### src/rtl/serial_adder.sv
// serial_adder: bit-serial unsigned adder, LSB first, one full-adder cell.
// A start accepted at edge E0 produces Sum/Carry/done after edge E0+WIDTH.
//
// state | meaning
// IDLE  | waiting for start, outputs hold the last result
// RUN   | one operand bit consumed per clock, busy high
// DONE  | one-cycle done pulse; start here restarts with no idle gap
module serial_adder #(
    parameter int WIDTH = 8
) (
    input  logic             clk,
    input  logic             rst_n,
    input  logic             start,
    input  logic [WIDTH-1:0] in1,
    input  logic [WIDTH-1:0] in2,
    input  logic             Cin,
    output logic             busy,
    output logic             done,
    output logic [WIDTH-1:0] Sum,
    output logic             Carry
);

    localparam int            CW   = $clog2(WIDTH);
    localparam logic [CW-1:0] LAST = CW'(WIDTH - 1);

    typedef enum logic [1:0] {
        IDLE,
        RUN,
        DONE
    } state_t;

    state_t           state;
    state_t           state_nxt;
    logic [WIDTH-1:0] a_sh;
    logic [WIDTH-1:0] b_sh;
    logic [WIDTH-1:0] res_sh;
    logic [WIDTH-1:0] res_nxt;
    logic             carry_r;
    logic [CW-1:0]    count;
    logic             accept;
    logic             last_bit;
    logic             bit_sum;
    logic             bit_carry;

    // The operand shift registers present bit[count] at their LSB.
    assign bit_sum   = a_sh[0] ^ b_sh[0] ^ carry_r;
    assign bit_carry = (a_sh[0] & b_sh[0]) | (carry_r & (a_sh[0] ^ b_sh[0]));
    assign res_nxt   = {bit_sum, res_sh[WIDTH-1:1]};
    assign last_bit  = (count == LAST);

    // State register.
    always_ff @(posedge clk) begin
        if (!rst_n) begin
            state <= IDLE;
        end else begin
            state <= state_nxt;
        end
    end

    // Next-state decode and Moore status outputs.
    always_comb begin
        state_nxt = state;
        busy      = 1'b0;
        done      = 1'b0;
        accept    = 1'b0;
        case (state)
            IDLE: begin
                if (start) begin
                    accept    = 1'b1;
                    state_nxt = RUN;
                end
            end
            RUN: begin
                busy = 1'b1;
                if (last_bit) begin
                    state_nxt = DONE;
                end
            end
            DONE: begin
                done = 1'b1;
                if (start) begin
                    accept    = 1'b1;
                    state_nxt = RUN;
                end else begin
                    state_nxt = IDLE;
                end
            end
            default: begin
                state_nxt = IDLE;
            end
        endcase
    end

    // Operand capture, per-bit add/shift, and result load on the final bit.
    always_ff @(posedge clk) begin
        if (!rst_n) begin
            a_sh    <= '0;
            b_sh    <= '0;
            res_sh  <= '0;
            carry_r <= 1'b0;
            count   <= '0;
            Sum     <= '0;
            Carry   <= 1'b0;
        end else if (accept) begin
            a_sh    <= in1;
            b_sh    <= in2;
            carry_r <= Cin;
            count   <= '0;
        end else if (state == RUN) begin
            a_sh    <= a_sh >> 1;
            b_sh    <= b_sh >> 1;
            carry_r <= bit_carry;
            res_sh  <= res_nxt;
            count   <= count + CW'(1);
            // Outputs only move here so they hold the previous result while running.
            if (last_bit) begin
                Sum   <= res_nxt;
                Carry <= bit_carry;
            end
        end
    end

endmodule

### config.mk
export PLATFORM = sky130hd
export DESIGN_NAME = serial_adder
export DESIGN_NICKNAME = d
export VERILOG_FILES = /design/src/rtl/serial_adder.sv
export SDC_FILE = /design/constraint.sdc
export NUM_CORES = 1
export LEC_CHECK = 0
export ABC_CLOCK_PERIOD_IN_PS = 1400
export BUFFER_PORTS_ARGS = -buffer_cell sky130_fd_sc_hd__buf_2
export CAP_MARGIN = 0
export CORE_ASPECT_RATIO = 0.6
export CORE_MARGIN = 4
export CORE_UTILIZATION = 42
export CTS_CLUSTER_SIZE = 24
export DETAILED_ROUTE_END_ITERATION = 8
export GPL_ROUTABILITY_DRIVEN = 0
export GPL_TIMING_DRIVEN = 0
export SLEW_MARGIN = 20
export SYNTH_ARGS = -nofsm -noshare
export SYNTH_HDL_FRONTEND = slang
export SYNTH_SLANG_ARGS = --single-unit
### constraint.sdc
create_clock -name clk -period 1.4 [get_ports clk]
set_clock_uncertainty 0.05 [all_clocks]
set_input_delay 0.14 -clock clk [delete_from_list [all_inputs] [get_ports clk]]
set_output_delay 0.14 -clock clk [all_outputs]
set_load 0.005 [all_outputs]
After elaboration in Yosys (flattened, before gate mapping) --
Index checks and enable logic that the tools add are counted. Widths: inputs -> output; s select.
Word-level totals: bits in registers 39, input bits 20
Operators by class: add/sub/neg operators 1, equal/unequal tests 5, mux-type cells 14, bitwise logic cells 7, reductions and logical operators 7
Operators with widths (number):
- $mux 8 | 4
- $mux 1 | 7
- $pmux 2 s3 | 1
- $mux 2 | 2
- $ne 2x2->1 const B | 2
- $reduce_and 2->1 | 2
- $reduce_or 2->1 | 2
- $add 3x1->3 const B | 1
- $eq 3x3->1 const B | 1
- $reduce_and 3->1 | 1
- $and 1x1->1 | 2
- $eq 2x1->1 const B | 1
- $eq 2x2->1 const B | 1
- $logic_not 2->1 | 1
- $not 1->1 | 2
- $reduce_bool 2->1 | 1
- $xor 1x1->1 | 2
- $or 1x1->1 | 1

Depth between registers and ports, before layout --
Gate-level depths: netlist of the first run.
word-level depth 5, mapped depth 6, gate-level depth less buffers 5

Worst setup path after synthesis of the first run --
Ideal clock, no wire load.
kind flip-flop to flip-flop, from register count[0], to register Carry, library setup time 76 ps, data arrival time 1114 ps, required time 1274 ps, slack 160 ps, cell stages (with the launch flop) 6, path buffers 1, clock period less this slack 1240 ps, cell sequence dfxtp_1 -> ha_1 -> ha_1 -> clkbuf_1 -> nand3_1 -> a21boi_0
On the way: longest elaborated chain between the ends 2
Ends and longest elaborated chain:
- start, declared | RTL line 39 | logic [CW-1:0] count;
- start signal, assigned | RTL line 114 | count <= count + CW'(1);
- $eq 3x3->1 | RTL line 49 | assign last_bit = (count == LAST);
- $reduce_and 3->1 (no source line)
- end signal, assigned | RTL line 118 | Carry <= bit_carry;
- end, declared | RTL line 20 | output logic Carry
Every way passes these cells. A chain may end at the register's enable or synchronous reset.

Worst setup path after layout of the first run --
from register state[1], to output port busy
On the way: longest elaborated chain between the ends 2
Ends and longest elaborated chain:
- start, declared | RTL line 32 | state_t state;
- start signal, assigned | RTL line 56 | state <= state_nxt;
- $eq 2x1->1 | RTL line 66 | case (state)
- $mux 1 | RTL line 66
- end, declared | RTL line 17 | output logic busy,
Every way passes these cells.

==> impl_results.md, run 1 <==
- Die X: 87 microns
- Crit path kind: reg -> out
- Yosys reg bits: 38
- Vias per inst: 5.28
- Buffers added on ports: 29
- Max Freq: 743 MHz
- # diodes: 0
- CTS tree: done
- HPWL Detailed: 2730 microns
- Post-DP Area: 1770 sq um
- R2R depth: 6
- Remaining DRCs: 0
- Seq/Total Area, Yosys: 48.4%
- Placed Instances: 256
- Cell variety after synth: 28
- Slew Viols, Final: 0
- Critical path launch point type: flop
- CTS buffer count: 5
- Synthesized instance count: 182
- Mapped Area: 1570 sq um
- Gr ovfl total: 0
- Starting Density: 45.9%
- Most common cell after layout, fill and taps aside: nand2_1
- Clock Path Buffers: 2
- Ys Warns: 0
- TritonRoute pass-1 iters: 4
- Cells on Worst Hold Path: 3
- RSZ-0062 raised after global routing: no
- WP data required: 1.21 ns
- Worst-path clk slew: 0.07 ns
- Setup Viol. Count Final: 0
- Synth Area per Inst: 8.64 sq um
- Largest family of logic cells by synthesized area: simple AND/OR/NAND/NOR gates
- Die ar.: 4820 sq um
- DR vias: 1432
- Synth Area in XOR/XNOR: 0.557%
- Max cap viols: 0
- # IOs: 31
- Area fraction in compound gates after synthesis: 19.8%
- Post-synthesis adder-cell area fraction: 2.86%
- Peak supply drop: 535 uV
- Reg-to-reg setup timing slack: 0.08 ns
- Clock Tree Root: clkbuf_8
- CP Cell Sequence: nand2b_4, buf_8, clkinv_8, buf_6, buf_2
- Worst r2r dst: Sum[7]
- HP Class: in -> reg
- Routed wire length: 3880 microns
- WL/cell: 14.3 microns
- Crit-path slowest cell: dfxtp_2
- Status: complete, no violations
- Hold_buf cts: 0
- Design area: 1980 sq um
- Arrival time worst endpoint: 1.16 ns
- Final worst-path cycle share: 96.1%
- CP Capture Type: output pin
- Die H: 55.4 microns
- Mux cell area share after synthesis: 0%
- R2R Path Start: count[0]
- Largest net degree at the start of global routing: 12
- Cell Count, Final, Fillers Out: 271
- Final hold viol count: 0
- Multi-input logic area: 709 sq um
- All-Layer GR Usage: 16.3%
- Clock Latency Late Sink: 0.28 ns
- Layout Utilization: 57.8%
- Actual transition at the worst max-transition pin: 0.407 ns
- CTS sink count: 38
- Syn_nets: 205
- Share of cells above drive strength 1: 27.9%
- Synthesis-to-finish area growth: 25.8%
- Core region area: 3420 sq um
- Layout fillers: 311
- Min Hold Slack: 0.0552 ns
- Row cnt: 16
- Leakage power: 0.000809 uW
- Post-DRT Antenna Nets: 0
- Most frequent cells in the layout: nand2_1 (48), dfxtp_1 (35), buf_2 (33)
- Worst stage delay on the critical path: 0.33 ns
- Period minus WS final: 1.35 ns
- First-pass GRT wire length: 6320 microns
- Number of global-route vias before repair: 1325
- Worst Hold Launch: in2[7]
- Synth Area in Simple Gates: 21.2%
- CTS H-Tree Depth: 2
- Max FO, Critical Path: 7
- Max-Slew Margin vs Limit: 72.9%
- Initial antenna violation count: 0
- Starting DRT DRC Count: 144
- FF/Latch Area: 764 sq um
- Power density cells: 1170 nW/um^2
- Final net count: 248
- WHS Endpoint: b_sh[7]
[kinds of logic (layout without fill, tap and decap cells)]
kind of cell,Yosys count,in the layout
simple gates,78,78
compound gates,46,46
xor+xnor,1,1
fa+ha+maj,3,3
flops,38,38
buf+inv,16,60
[layer usage]
metal | wire length [microns] | part of all wire (%) | up-vias | GRT usage (%)
met3 | 340 | 8.8 | 2 | 4.31
met2 | 1650 | 42 | 56 | 23.6
li1 | - | - | 711 | -
met1 | 1890 | 49 | 663 | 24.1
met4 | 8 | 0.21 | 0 | 3.56
met5 | 0 | 0 | - | 0
[how the worst max path moves through the flow]
stage	endpoint	depth (start not counted)	slack [ns]	from
2_1_floorplan	Carry	5	0.16	count[0]
3_3_place_gp	Sum[6]	5	-0.13	count[0]
3_5_place_dp	Sum[6]	5	-0.20	count[0]
4_1_cts	Sum[6]	6	0.006	count[0]
5_1_grt	Sum[3]	6	0.004	count[0]
6_report	busy	5	0.05	state[1]
[synth_stat cells (all sizes together)]
cell type   n  area share (%)
dfxtp      38              48
a31oi       8             3.2
fa          1             1.3
and3        1            0.40
buf        11             5.6
and2b       1            0.48
clkbuf      4             1.0
and2        1            0.40
nor3        5             1.6
nand2      48              11
o21ai       9             2.9
nand2b      2            0.80
o221ai      5             2.8
xnor2       1            0.56
nand3b      1            0.48
a22oi       2            0.95
inv         1            0.56
nor2        6             1.4
ha          2             1.6
nand3      12             3.8
a21oi       3            0.95
nor2b       1            0.40
a21boi     19             9.1
[report_power, final]
part / internal (uW) / switching [uW]
Combinational: 136 / 159
Sequential: 1130 / 32.4
Clock: 497 / 365
[sequential cells by signal (all words and copies together) (netlist names)]
| signal | cells |
|---|---|
| Sum | 8 |
| a_sh | 8 |
| b_sh | 8 |
| res_sh | 7 |
| count | 3 |
| state | 2 |
| Carry | 1 |
| carry_r | 1 |
[through the flow]
stage          TNS, ns  worst slack (ns)  total power (uW)
6_report             0            0.0543              2320
5_1_grt              0           0.00367              2410
4_1_cts              0           0.00584              2310
3_5_place_dp     -1.55            -0.203              1450
3_3_place_gp     -1.13            -0.133              1440
2_1_floorplan        0             0.160              1370
[critical path, delay by kind of cell, from the launching register on]
kind | cells | cell delay [ns]
buf+inv | 4 | 0.41
flops | 1 | 0.33
simple gates | 1 | 0.12
[timing repair]
item                       4_1_cts  5_1_grt
setup endpoints to repair       11       14
buffers inserted                 2        5
pin swaps                        1        3
gates resized for setup          2       12
[layout make-up]
| class | count | area share (%) |
|---|---|---|
| clock buffers | 8 | 5.57 |
| well taps | 45 | 2.85 |
| repair buffers | 36 | 10.6 |
| inverters | 1 | 0.822 |
| flip-flops and latches | 38 | 38.6 |
| plain buffers | 15 | 5.63 |
| multi-input cells | 128 | 35.9 |
Power figures use the tool's default switching activity.
==> inputs of run 2 (changes only) <==
--- a/config.mk
+++ b/config.mk
@@ -5,7 +5,7 @@
 export SDC_FILE = /design/constraint.sdc
 export NUM_CORES = 1
 export LEC_CHECK = 0
-export ABC_CLOCK_PERIOD_IN_PS = 1400
+export ABC_CLOCK_PERIOD_IN_PS = 1600
 export BUFFER_PORTS_ARGS = -buffer_cell sky130_fd_sc_hd__buf_2
 export CAP_MARGIN = 0
 export CORE_ASPECT_RATIO = 0.6
==> constraint.sdc (replaced) <==
create_clock -name clk -period 1.6 [get_ports clk]
set_clock_uncertainty 0.05 [all_clocks]
set_input_delay 0.16 -clock clk [delete_from_list [all_inputs] [get_ports clk]]
set_output_delay 0.16 -clock clk [all_outputs]
set_load 0.005 [all_outputs]
==> run 2 against run 1 <==
Effect of this change:
- die area unchanged
- critical path depth unchanged
- combinational power down 22%
- clock-buffer cell count unchanged
- non-clock buffer count down 6
- total power down 14%
- hold slack better by 0.023 ns
- core utilization down 2.5 points
- highest routed layer unchanged
==> impl_results.md, run 2 (same netlist as run 1, synthesis figures left out) <==
- Clock Tree Root: clkbuf_8
- Period minus WS final: 1.44 ns
- Worst setup margin: 0.157 ns (+0.103 ns)
- Leakage power: 0.000766 uW (-5.3%)
- Max-Slew Margin vs Limit: 72.0% (-0.85 points)
- Starting Density: 45.9% (unchanged)
- Synthesis-to-finish area growth: 20.4%
- CTS H-Tree Depth: 2 (unchanged)
- Worst stage delay on the critical path: 0.38 ns (+0.05 ns)
- Total power: 1990 uW (-14%)
- HPWL Detailed: 2730 microns (unchanged)
- Final worst-path cycle share: 90.2%
- Clock Latency Late Sink: 0.28 ns (about the same)
- Buffers added on ports: 29 (unchanged)
- Gr ovfl total: 0 (unchanged)
- Layout fillers: 322 (+3.5%)
- DR vias: 1386 (-3.2%)
- Actual transition at the worst max-transition pin: 0.420 ns (+0.0127 ns)
- Slew Viols, Final: 0 (unchanged)
- Worst path top cell family by delay: buffers and inverters
- Routed wire length: 3680 microns (-5.1%)
- Setup Viol. Count Final: 0 (unchanged)
- Clock Path Buffers: 2 (unchanged)
- Regs by FF count: Sum x8, a_sh x8, b_sh x8
- # IOs: 31 (unchanged)
- Crit-path most repeated cell: buf_6
- Most common cell after layout, fill and taps aside: nand2_1
- CTS buffer count: 5 (unchanged)
- Layout Utilization: 55.3% (-2.5 points)
- Sum of buffers and inverters on the critical path: 4 (unchanged)
- Pre-CTS setup slack: -0.00315 ns (+0.200 ns)
- Hold_buf cts: 0 (unchanged)
- CTS tree: done
- Starting DRT DRC Count: 146 (+1.4%)
- CP Cell Sequence: nand2b_1, buf_6, inv_6, buf_6, buf_2
- Share of cells above drive strength 1: 23.6% (-4.2 points)
- CP startpoint: state[0]
- Remaining DRCs: 0 (unchanged)
- Peak supply drop: 461 uV (-14%)
- Die X: 87 microns (unchanged)
- Final net count: 242 (-2.4%)
- Final hold viol count: 0 (unchanged)
- Max cap viols: 0 (unchanged)
- WP data required: 1.39 ns (+0.18 ns)
- CTS sink count: 38 (unchanged)
- Power density cells: 1050 nW/um^2 (-10%)
- Max FO, Critical Path: 10 (+3)
- R2R Path Start: count[0]
- WL/cell: 13.9 microns (-3.0%)
- Worst Hold Launch: in2[7]
- Vias per inst: 5.23 (-1.0%)
- Die H: 55.4 microns (unchanged)
- Crit path kind: reg -> out
- Multi-input logic area: 699 sq um (-1.4%)
- RSZ-0062 raised after global routing: no
- All-Layer GR Usage: 16.1% (-0.22 points)
- Critical path launch point type: flop
- Crit-path slowest cell: dfxtp_1
- CP Capture Type: output pin
- Number of global-route vias before repair: 1314 (-0.83%)
- Die ar.: 4820 sq um (unchanged)
- Max Freq: 693 MHz
- Worst-path clk slew: 0.07 ns (about the same)
- TritonRoute pass-1 iters: 4 (unchanged)
- HP Class: in -> reg
- # diodes: 0 (unchanged)
- FF/Latch Area: 761 sq um (-0.49%)
- Post-DRT Antenna Nets: 0 (unchanged)
- Most frequent cells in the layout: nand2_1 (48), dfxtp_1 (38), buf_2 (33)
- Status: complete, no violations
- First-pass GRT wire length: 6250 microns (-1.1%)
- Core region area: 3420 sq um (unchanged)
- Initial antenna violation count: 0 (unchanged)
- Arrival time worst endpoint: 1.23 ns (+0.07 ns)
- Row cnt: 16 (unchanged)
- Largest net degree at the start of global routing: 12 (unchanged)
[run 2: final cells by class]
cell class,count,share of cell area [%]
Sequential cell,38,40.2
Multi-Input combinational cell,128,36.9
Timing Repair Buffer,30,8.06
Clock buffer,8,5.82
Buffer,15,5.55
Tap cell,45,2.97
Inverter,1,0.463
[run 2: metrics by stage]
step	cell area, sq um	hold WS (ns)	TNS, ns	cells
after floorplan	1570	0.241	0	182
after global placement	1770	0.350	0	256
after detailed placement	1770	0.367	-0.00315	256
after CTS	1890	0.0682	0	264
after global routing	1890	0.0791	0	265
final	1890	0.0778	0	265
[run 2: final timing paths]
path | to | slack, ns | cells after the start
setup / recovery | busy | 0.16 | 5
hold reg to reg | Sum[4] | 0.40 | 2
hold / removal | b_sh[7] | 0.08 | 3
setup reg to reg | Sum[6] | 0.21 | 5
[run 2: worst min-delay path, delay by kind of cell]
family | cells | cell delay, ns
buffers and inverters | 1 | 0.10
AO/OA/AOI/OAI | 1 | 0.05
AND/OR/NAND/NOR | 1 | 0.05
[run 2: per-layer routing]
layer | vias to the layer above | track usage, % | part of all wire, %
met5 | - | 0 | 0
li1 | 701 | - | -
met2 | 51 | 22.9 | 42
met1 | 632 | 24.0 | 49
met4 | 0 | 3.56 | 0.22
met3 | 2 | 4.31 | 8.5
[run 2: repair_timing]
item,in CTS,in global routing
setup buffers,0,1
endpoints found under the setup margin,2,3
gates resized for setup,1,0
[run 2: report_power, final]
group          total [uW]  switching, uW  internal, uW
Clock                 742            307           435
Sequential           1020           27.0           991
Combinational         231            130           101
Total                1990            464          1530
